### src/rtl/pc_fetch_unit.sv
// Program counter and instruction-fetch stage of the 16-bit CPU.
// Runs the fetch/execute handshake with instruction memory and computes the next PC.
module pc_fetch_unit #(
   parameter logic [15:0] RESET_VECTOR = 16'h0000,
   parameter int          DISP_W       = 8
) (
   input  logic        clk,
   input  logic        reset,
   output logic        mem_req,
   output logic [15:0] mem_addr,
   input  logic        mem_ready,
   input  logic [15:0] mem_rdata,
   output logic [15:0] instr,
   output logic        instr_valid,
   input  logic        pc_update,
   input  logic [1:0]  pc_sel,
   input  logic        branch_taken,
   input  logic [15:0] jump_target,
   output logic [15:0] pc,
   output logic [15:0] pc_link,
   output logic [15:0] retired_count
);

   typedef enum logic [1:0] {
      IDLE  = 2'd0,
      FETCH = 2'd1,
      EXEC  = 2'd2
   } state_t;

   state_t      state;
   logic [15:0] pc_q;
   logic [15:0] instr_q;
   logic [15:0] retired_q;
   logic [15:0] pc_plus1;
   logic [15:0] disp_ext;
   logic [15:0] next_pc;

   assign pc_plus1 = pc_q + 16'd1;
   assign disp_ext = 16'($signed(instr_q[DISP_W-1:0]));

   // Branch displacement is relative to the sequential successor, not the branch itself
   always_comb begin
      next_pc = pc_plus1;
      case (pc_sel)
         2'b00:   next_pc = pc_plus1;
         2'b01:   next_pc = branch_taken ? (pc_plus1 + disp_ext) : pc_plus1;
         2'b10:   next_pc = jump_target;
         default: next_pc = pc_q;
      endcase
   end

   always_ff @(posedge clk) begin
      if (!reset) begin
         state     <= IDLE;
         pc_q      <= RESET_VECTOR;
         instr_q   <= 16'h0000;
         retired_q <= 16'h0000;
      end else begin
         case (state)
            IDLE: state <= FETCH;
            FETCH: begin
               if (mem_ready) begin
                  instr_q <= mem_rdata;
                  state   <= EXEC;
               end
            end
            EXEC: begin
               if (pc_update) begin
                  pc_q      <= next_pc;
                  retired_q <= retired_q + 16'd1;
                  state     <= FETCH;
               end
            end
            default: state <= IDLE;
         endcase
      end
   end

   // Handshake outputs decode straight from the state register, so they never glitch
   assign mem_req       = (state == FETCH);
   assign instr_valid   = (state == EXEC);
   assign mem_addr      = pc_q;
   assign pc            = pc_q;
   assign instr         = instr_q;
   assign pc_link       = pc_plus1;
   assign retired_count = retired_q;

endmodule

### config.mk
export PLATFORM = sky130hd
export DESIGN_NAME = pc_fetch_unit
export DESIGN_NICKNAME = d
export VERILOG_FILES = /design/src/rtl/pc_fetch_unit.sv
export SDC_FILE = /design/constraint.sdc
export NUM_CORES = 1
export LEC_CHECK = 0
export BUFFER_PORTS_ARGS = -buffer_cell sky130_fd_sc_hd__buf_2
export CAP_MARGIN = 10
export CORE_UTILIZATION = 23
export CTS_CLUSTER_DIAMETER = 40
export DETAILED_ROUTE_END_ITERATION = 16
export GPL_ROUTABILITY_DRIVEN = 0
export GPL_TIMING_DRIVEN = 1
export HOLD_SLACK_MARGIN = 0.03
export PLACE_DENSITY = 0.52
export SLEW_MARGIN = 20
export SYNTH_ARGS = -nofsm -noshare
export SYNTH_HDL_FRONTEND = slang
export SYNTH_SLANG_ARGS = --single-unit
### constraint.sdc
create_clock -name clk -period 5.7 [get_ports clk]
set_input_delay 1.14 -clock clk [delete_from_list [all_inputs] [get_ports clk]]
set_output_delay 1.14 -clock clk [all_outputs]
set_load 0.05 [all_outputs]
== Word-level counts from Yosys, hierarchy flattened ==
Index checks and enable logic that the tools add are counted.

* Flip-flop bits (word level): 50
* Logic and storage cells: 25
* Input bits: 39
* Output and inout port bits: 82

* Muxes and demuxes: 5
* Reduce and logical (&&, ||, !) cells: 7
* Eq/ne operators: 6
* Add/subtract/negate cells: 3

{| class="wikitable"
|+ Operators with widths
! kind !! count
|-
| 16-bit one-hot mux with 3 select lines || 1
|-
| 16-bit by 1-bit adder with 16-bit output, second input constant || 2
|-
| 16-bit adder || 1
|-
| 16-bit two-way mux || 1
|-
| 2-bit one-hot mux with 3 select lines || 1
|-
| 2-bit AND reduction || 3
|-
| 2-bit by 1-bit == test with 1-bit output, second input constant || 2
|-
| 2-bit == test, second input constant || 2
|-
| 2-bit zero test || 2
|-
| 2-bit two-way mux || 2
|-
| 2-bit by 1-bit != test with 1-bit output, second input constant || 2
|-
| 3-bit AND reduction || 1
|-
| 3-bit nonzero test || 1
|}

== Logic depth before layout (Yosys ltp) ==
Gate-level depths: netlist of the first run.

* Word-level depth: 4
* Depth in mapped cells: 14
* Gate-level depth less buffers: 12

== Least setup slack after synthesis of the first run ==
Ideal clock, no wire load.

* Path kind: reg-to-reg
* Start point: register pc_q[2], in the netlist mem_addr[2]
* End point: register pc_q[12], in the netlist mem_addr[12]
* Path slack: 1.824 ns
* Arrival: 3.759 ns
* Stages on the path, launching flop included: 14
* Data required time: 5.582 ns
* Period minus slack after synthesis: 3.876 ns
* Buffers on the path: 3
* Path through: dfxtp_1 -> buf_2 -> and4_1 -> buf_6 -> and3_4 -> xor2_1 -> ha_1 -> clkbuf_1 -> a21o_1 -> a21o_1 -> a211oi_1 -> a211o_1 -> and3_1 -> o21ai_2

* Cells in the longest elaborated chain, start to end: 4

{| class="wikitable"
|+ Ends and longest elaborated chain
! element !! RTL line !! text
|-
| from (decl) || 31 || <nowiki>logic [15:0] pc_q;</nowiki>
|-
| from (signal assigned) || 69 || <nowiki>pc_q <= next_pc;</nowiki>
|-
| 16-bit by 1-bit adder with 16-bit output || 38 || <nowiki>assign pc_plus1 = pc_q + 16'd1;</nowiki>
|-
| via pc_link[9] || 20 || <nowiki>output logic [15:0] pc_link,</nowiki>
|-
| 16-bit adder || 46 || <nowiki>2'b01: next_pc = branch_taken ? (pc_plus1 + disp_ext) : pc_plus1;</nowiki>
|-
| 16-bit two-way mux || 46 ||
|-
| 16-bit one-hot mux with 3 select lines || 44 || <nowiki>case (pc_sel)</nowiki>
|}

The timed path passes the listed nets, and every way through them passes these cells.
A chain may end at the register's enable or synchronous reset.

== Worst setup path after layout of the first run ==
* Start point: register pc_q[2], in the netlist mem_addr[2]
* End point: output pc_link[14]

* Cells in the longest elaborated chain, start to end: 1

{| class="wikitable"
|+ Ends and longest elaborated chain
! element !! RTL line
|-
| 16-bit by 1-bit adder with 16-bit output || 38
|-
| to (decl) || 20
|}

Every way passes these cells.

==> results by group, run 1 <==
Clock network
  – Clock-pin slew on the worst setup and hold paths: 70 ps
  – Total clock buffers created by CTS: 5
  – Postcts setup bufs: 0
  – Clock tree from TritonCTS: built
  – Root Buffer Master: clkbuf_16
  – H-tree depth reported by CTS: 2
  – Clock insertion delay at the later pin of the skew report: 310 ps
  – CTS sink cnt: 50
  – Post-CTS Hold Fix Bufs: 0
  – PostCTS Resize Cnt: 0
  – Maximum number of buffers from clock root to sink: 2

Power and ir drop
  – Sw Ratio: 0.291
  – Maximum vdd ir drop: 0.0000969 V
  – Cell internal pwr: 0.000656 W
  – Total power per unit cell area: 200 mW/mm^2
  – Leak Pwr: 2.23 nW
  – Net switching power of the design: 0.000269 W
  – Share of total power in the clock network: 0.439
  – Part of the total power dissipated in sequential elements: 0.397
  – Combinational share of power: 0.164

GRT
  – Antenna violations before repair: 2
  – Vias in the first global route: 3475
  – Global-route wire length before repair: 19.1 mm
  – Global-route total usage across every layer: 0.149
  – Pin count of the biggest net entering global routing: 55
  – GRT overflow: 0

Cells and area
  – Commonest cells after routing, fill and taps aside: buf_2 (120), nand2_1 (66), dfxtp_1 (50)
  – Most common cell after layout, fill and taps aside: buf_2
  – Layout cells sized above 1: 0.254
  – Area delta synth->final: 21.8%
  – Count of nets after finishing: 621
  – Total of fill cells in the finished design: 1773

Timing
  – Fin crit share: 0.612
  – Final Hold Violating Endpoints: 0
  – Achievable Freq: 0.287 GHz
  – Final setup fails: 0
  – Slew Limit Headroom: 0.343
  – Total negative slack: 0 ps
  – Time the worst path needs with I/O delays and setup: 3490 ps
  – Worst-margin pin slew: 986 ps
  – Post-Route Skew: 11.0 ps
  – Worst Hold Slack: 470 ps
  – RSZ-0062 raised after global routing: false
  – Max-slew violations: 0

Worst hold path
  – Class of the most critical hold timing path: reg -> reg

Synthesis
  – Ranking of synthesized cells by area: dfxtp_1 (26%), ha_1 (7.9%), nand2_1 (6.5%), xnor2_1 (4.6%), a21boi_0 (4.0%)
  – Yosys reg bits: 50
  – Yosys top cell area share: 0.264
  – Post-synth top area cell: dfxtp_1
  – Distinct cell type count after synthesis: 65
  – Predominant post-synthesis flop cell: dfxtp_1
  – Mean area per synthesized cell: 8.10 sq um
  – Post-synth net total: 533
  – Yosys warns: 0
  – Cell count after synthesis: 469
  – Count of flip-flops with a built-in enable after synthesis: 0
  – Netlist area before placement: 0.00380 sq mm
  – Sequential fraction of the synthesis area: 0.264
  – Asr flop ratio synth: 0

Routing
  – Number of detailed-routing iterations run before antenna repair: 5
  – Post-detailed-route count of antenna-violating nets: 0
  – Total detailed-routing wirelength: 12.5 mm
  – Remaining design rule violation count: 0
  – Wire length per cell: 16.1 um
  – Count of routing violations after the opening detailed-route iteration: 235
  – Vias post-DR: 3745
  – Detailed-route vias per instance: 4.83

Setup path
  – Longest individual stage delay on the worst path: 550 ps
  – WP data arrival: 2350 ps
  – Crit. End Element: primary output
  – WS Path Type: reg -> out
  – Req. time, crit path: 4560 ps
  – Cells along the critical path: and4_1 -> nand2_4 -> nor4_4 -> xor2_1 -> buf_2
  – Max FO, Critical Path: 10
  – Startpoint type of the worst setup path: flop
  – Slowest library cell on the worst path: dfxtp_1

Flow run
  – Number of max-cap violations: 0

Placement
  – Port buffer count: 120
  – HPWL Detailed: 9.50 mm

Outcome
  – Status: complete, no violations

Floorplanning
  – Die boundary height: 130 um
  – Number of primary I/O pins: 121
  – Core area: 0.0160 sq mm
  – DIE AREA: 0.0170 sq mm
  – Horizontal die dimension: 130 um
  – Cell Rows: 46
  – Effective utilization at floorplan: 0.237
==> area by class of cell <==
class / count / area [sq um] / area share
diodes: 2 / 5.00 / 0.00108
inverters: 18 / 67.6 / 0.0146
repair buffers: 120 / 601 / 0.130
multi-input cells: 362 / 2490 / 0.538
clock inverters: 3 / 68.8 / 0.0149
flip-flops and latches: 50 / 1000 / 0.216
well taps: 216 / 270 / 0.0584
clock buffers: 5 / 125 / 0.0270
==> kinds of logic after synthesis <==
logic type      count (synthesis)  synth area share
simple gates                  165             0.228
compound gates                134             0.244
buf+inv                        57            0.0817
flops                          50             0.264
xor+xnor                       36            0.0929
fa+ha+maj                      25            0.0843
mux                             2           0.00527
==> sequential cells by signal (all words and copies together), names as in the netlist <==
name           cells
state              2
retired_count     16
instr             16
mem_addr          16
==> final timing paths <==
path | from | end | slack, ps | cells after the start
worst min register to register | instr[14]$_SDFFE_PN0P_ | instr[14]$_SDFFE_PN0P_ | 470 | 2
worst min-delay path | instr[14]$_SDFFE_PN0P_ | instr[14]$_SDFFE_PN0P_ | 470 | 2
worst max-delay path | mem_addr[2]$_SDFFE_PN0P_ | pc_link[14] | 2210 | 5
worst max register to register | mem_addr[2]$_SDFFE_PN0P_ | mem_addr[14]$_SDFFE_PN0P_ | 2390 | 10
==> per-stage QoR <==
stage | cells | setup slack [ps] | util | total power [W] | cell area (sq um)
after global routing | 776 | 1990 | 0.289 | 0.000964 | 4630
after global placement | 766 | 2450 | 0.277 | 0.000524 | 4430
after CTS | 774 | 2190 | 0.289 | 0.000939 | 4620
after detailed placement | 766 | 2430 | 0.277 | 0.000527 | 4430
after floorplan | 469 | 1820 | - | 0.000482 | 3800
final | 776 | 2210 | 0.289 | 0.000926 | 4630
==> power groups by stage <==
stage,logic [W],clock network [W],registers [W]
final,0.000152,0.000406,0.000367
after floorplan,0.0000849,0,0.000397
after global routing,0.000164,0.000431,0.000369
after detailed placement,0.000151,0,0.000376
after global placement,0.000149,0,0.000375
after CTS,0.000152,0.000420,0.000367
==> layer usage <==
metal / part of all wire / vias to the layer above / track usage
met5: 0 / - / 0
met4: 0.021 / 0 / 0.0554
met3: 0.064 / 18 / 0.0289
met1: 0.46 / 1746 / 0.199
met2: 0.46 / 149 / 0.235
li1: - / 1832 / -
==> critical path: cells and delay by family (launching register included) <==
kind,cells,cell delay (ps)
buffers and inverters,1,310
DFF,1,550
xor gates and xnor gates,1,270
and+or+nand+nor,3,900
==> Yosys cell counts, drive strengths merged, types with 3 or more instances <==
cell,number
nand2,68
dfxtp,50
a21oi,25
ha,24
buf,23
o21ai,23
xnor2,22
a21boi,21
and2,18
inv,18
clkbuf,16
nor2,16
nand3,14
xor2,14
nand4,11
nor2b,10
a21o,8
a31oi,8
and3,7
a22oi,6
o21a,6
o211a,5
or3,5
a211o,4
a211oi,4
and4,4
nor3,4
o22ai,3
Power figures use the tool's default switching activity.
==> run 2, diff against run 1 <==
- PLACE_DENSITY: 0.52 -> 0.54
- clock period: 5.7 -> 3.05 ns (I/O delays scaled with it)
==> run 2 against run 1 <==
- clock-buffer cell count up 2
- clock power up 57%
- global-route usage up 0.66 points
- critical path depth up 7
- via count up 2.3%
- largest cell class unchanged
- largest power group is now sequential cells
==> results by group, run 2 (synthesized netlist as in run 1, its figures left out) <==
Timing
  – Slew Limit Headroom: 0.542 (+0.199)
  – Achievable Freq: 0.343 GHz
  – Time the worst path needs with I/O delays and setup: 2920 ps
  – Post-Route Skew: 15.7 ps (+4.77 ps)
  – RSZ-0062 raised after global routing: false
  – Final Hold Violating Endpoints: 0 (unchanged)
  – Worst-margin pin slew: 687 ps (-299 ps)
  – Fin crit share: 0.956
  – Total negative slack: 0 ps (unchanged)
  – Final critical-path setup slack: 134 ps (-2080 ps)
  – Max-slew violations: 0 (unchanged)
  – Final setup fails: 0 (unchanged)

Cells and area
  – Multi-input logic area: 0.00261 sq mm (+5.0%)
  – Layout cells sized above 1: 0.310 (+0.0554)
  – Count of nets after finishing: 631 (+1.6%)
  – Post-layout instance count excluding filler cells: 784 (+1.0%)
  – Total inserted antenna cells: 0 (-2)
  – Commonest cells after routing, fill and taps aside: buf_2 (120), nand2_1 (66), dfxtp_1 (38)
  – Area delta synth->final: 27.1%
  – Footprint of the flip-flops and latches: 0.00104 sq mm (+3.8%)
  – Most common cell after layout, fill and taps aside: buf_2
  – Total of fill cells in the finished design: 1772 (-0.056%)

Clock network
  – Root Buffer Master: clkbuf_16
  – CTS sink cnt: 50 (unchanged)
  – Postcts setup bufs: 0 (unchanged)
  – Clock tree from TritonCTS: built
  – Total clock buffers created by CTS: 5 (unchanged)
  – Clock-pin slew on the worst setup and hold paths: 80 ps (about the same)
  – Maximum number of buffers from clock root to sink: 2 (unchanged)
  – H-tree depth reported by CTS: 2 (unchanged)
  – Clock insertion delay at the later pin of the skew report: 310 ps (about the same)

Floorplanning
  – Effective utilization at floorplan: 0.237 (unchanged)
  – Cell Rows: 46 (unchanged)
  – DIE AREA: 0.0170 sq mm (unchanged)
  – Number of primary I/O pins: 121 (unchanged)
  – Die boundary height: 130 um (unchanged)
  – Horizontal die dimension: 130 um (unchanged)
  – Core area: 0.0160 sq mm (unchanged)

Setup path
  – Worst reg2reg path startpoint: mem_addr[9]$_SDFFE_PN0P_
  – WS Path Type: reg -> reg
  – Max FO, Critical Path: 7 (-3)
  – Crit. End Element: flop
  – Crit Reg-Reg Endpoint: mem_addr[15]$_SDFFE_PN0P_
  – Slowest library cell on the worst path: dfxtp_4
  – Minimum setup slack among reg-to-reg paths: 130 ps (-2260 ps)
  – Req. time, crit path: 3240 ps (-1320 ps)
  – Most common cell on crit path: a21o_1
  – Worst Reg-to-Reg Cells: 12 (+2)
  – Longest individual stage delay on the worst path: 430 ps (-120 ps)
  – Startpoint type of the worst setup path: flop
  – WP data arrival: 3110 ps (+760 ps)
  – Cells along the critical path: and2_1 -> nand2_1 -> or3_4 -> xnor2_4 -> ha_4 -> a21o_1 -> a21o_1 -> a21oi_1 -> nor2b_1 -> o22ai_1 -> xnor2_1 -> o21ai_0

Worst hold path
  – Worst min-delay path endpoint: instr[7]$_SDFFE_PN0P_
  – Worst Hold Launch: instr[7]$_SDFFE_PN0P_
  – Class of the most critical hold timing path: reg -> reg
  – Cell count of the worst hold path: 2 (unchanged)

GRT
  – Vias in the first global route: 3641 (+4.8%)
  – Global-route total usage across every layer: 0.155 (+0.00660)
  – Pin count of the biggest net entering global routing: 22 (-60%)
  – Global-route wire length before repair: 20.1 mm (+4.9%)
  – Antenna violations before repair: 0 (-2)
  – GRT overflow: 0 (unchanged)

Power and ir drop
  – Maximum vdd ir drop: 0.000218 V (+130%)
  – Leak Pwr: 2.31 nW (+3.9%)
  – Total power per unit cell area: 336 mW/mm^2 (+68%)

Routing
  – Vias post-DR: 3832 (+2.3%)
  – Total detailed-routing wirelength: 13.1 mm (+4.8%)
  – Post-detailed-route count of antenna-violating nets: 0 (unchanged)
  – Wire length per cell: 16.7 um (+3.7%)
  – Number of detailed-routing iterations run before antenna repair: 5 (unchanged)
  – Count of routing violations after the opening detailed-route iteration: 244 (+3.8%)
  – Remaining design rule violation count: 0 (unchanged)
  – Detailed-route vias per instance: 4.89 (+1.3%)

Outcome
  – Status: complete, no violations

Placement
  – Pre-CTS WS: 117 ps (-2310 ps)
  – Port buffer count: 120 (unchanged)
  – HPWL Detailed: 10.2 mm (+7.4%)
  – Cell count after placement: 776 (+1.3%)

Flow run
  – Number of max-cap violations: 0 (unchanged)
[run 2: changes by cell type in the layout (fill, tap and decap cells not counted), moves of 3 or more]
cell / delta
xnor2_2: +5
ha_1: -3
dfxtp_4: +9
dfxtp_1: -12
dfxtp_2: +3
xor2_2: +3
buf_4: +10
xnor2_1: -6
xor2_1: -4
[run 2: worst max-delay path, delay by kind of cell, from the launching register on]
kind                       cells  cell delay (ps)
and+or+nand+nor                4              890
AOI/OAI and AO/OA              5              810
DFF                            1              430
xor gates and xnor gates       2              400
adders and majority gates      1              260
[run 2: final cells by class]
class | count | share of cell area
clock buffer | 7 | 0.0319
clock inverter | 1 | 0.00156
timing repair buffer | 130 | 0.140
tap | 216 | 0.0560
multi-input combinational | 362 | 0.541
sequential | 50 | 0.215
inverter | 18 | 0.0140
[run 2: power breakdown]
| group | switching [W] | internal [W] |
|---|---|---|
| logic | 0.000206 | 0.0000974 |
| registers | 0.0000165 | 0.000661 |
| clock network | 0.000283 | 0.000356 |
[run 2: worst max path at each step]
stage / from / to / depth (start not counted)
after CTS: mem_addr[0]$_SDFFE_PN0P_ / mem_addr[9]$_SDFFE_PN0P_ / 11
after detailed placement: mem_addr[2]$_SDFFE_PN0P_ / mem_addr[15]$_SDFFE_PN0P_ / 12
after global routing: mem_addr[2]$_SDFFE_PN0P_ / mem_addr[13]$_SDFFE_PN0P_ / 12
after floorplan: mem_addr[2]$_SDFFE_PN0P_ / mem_addr[15]$_SDFFE_PN0P_ / 14
after global placement: mem_addr[0]$_SDFFE_PN0P_ / mem_addr[9]$_SDFFE_PN0P_ / 11
final: mem_addr[9]$_SDFFE_PN0P_ / mem_addr[15]$_SDFFE_PN0P_ / 12
[run 2: per-layer routing]
layer | vias up | wire length (um) | global-route usage | part of all wire
met4 | 0 | 401 | 0.0622 | 0.031
met3 | 21 | 1030 | 0.0448 | 0.078
li1 | 1849 | - | - | -
met5 | - | 0 | 0 | 0
met2 | 156 | 5840 | 0.246 | 0.45
met1 | 1806 | 5840 | 0.197 | 0.45
[run 2: metrics by stage]
stage / util / total power (W) / hold WS [ps] / area, sq um
global route: 0.302 / 0.00169 / 482 / 4830
detailed placement: 0.291 / 0.000996 / 460 / 4660
finish: 0.302 / 0.00162 / 464 / 4830
floorplan: - / 0.000898 / 554 / 3960
global placement: 0.291 / 0.000993 / 448 / 4660
CTS: 0.301 / 0.00164 / 470 / 4820
[run 2: repair_timing]
item                       CTS  global route
resized for setup            0             2
hold buffers                 0             0
setup endpoints to repair    0             5
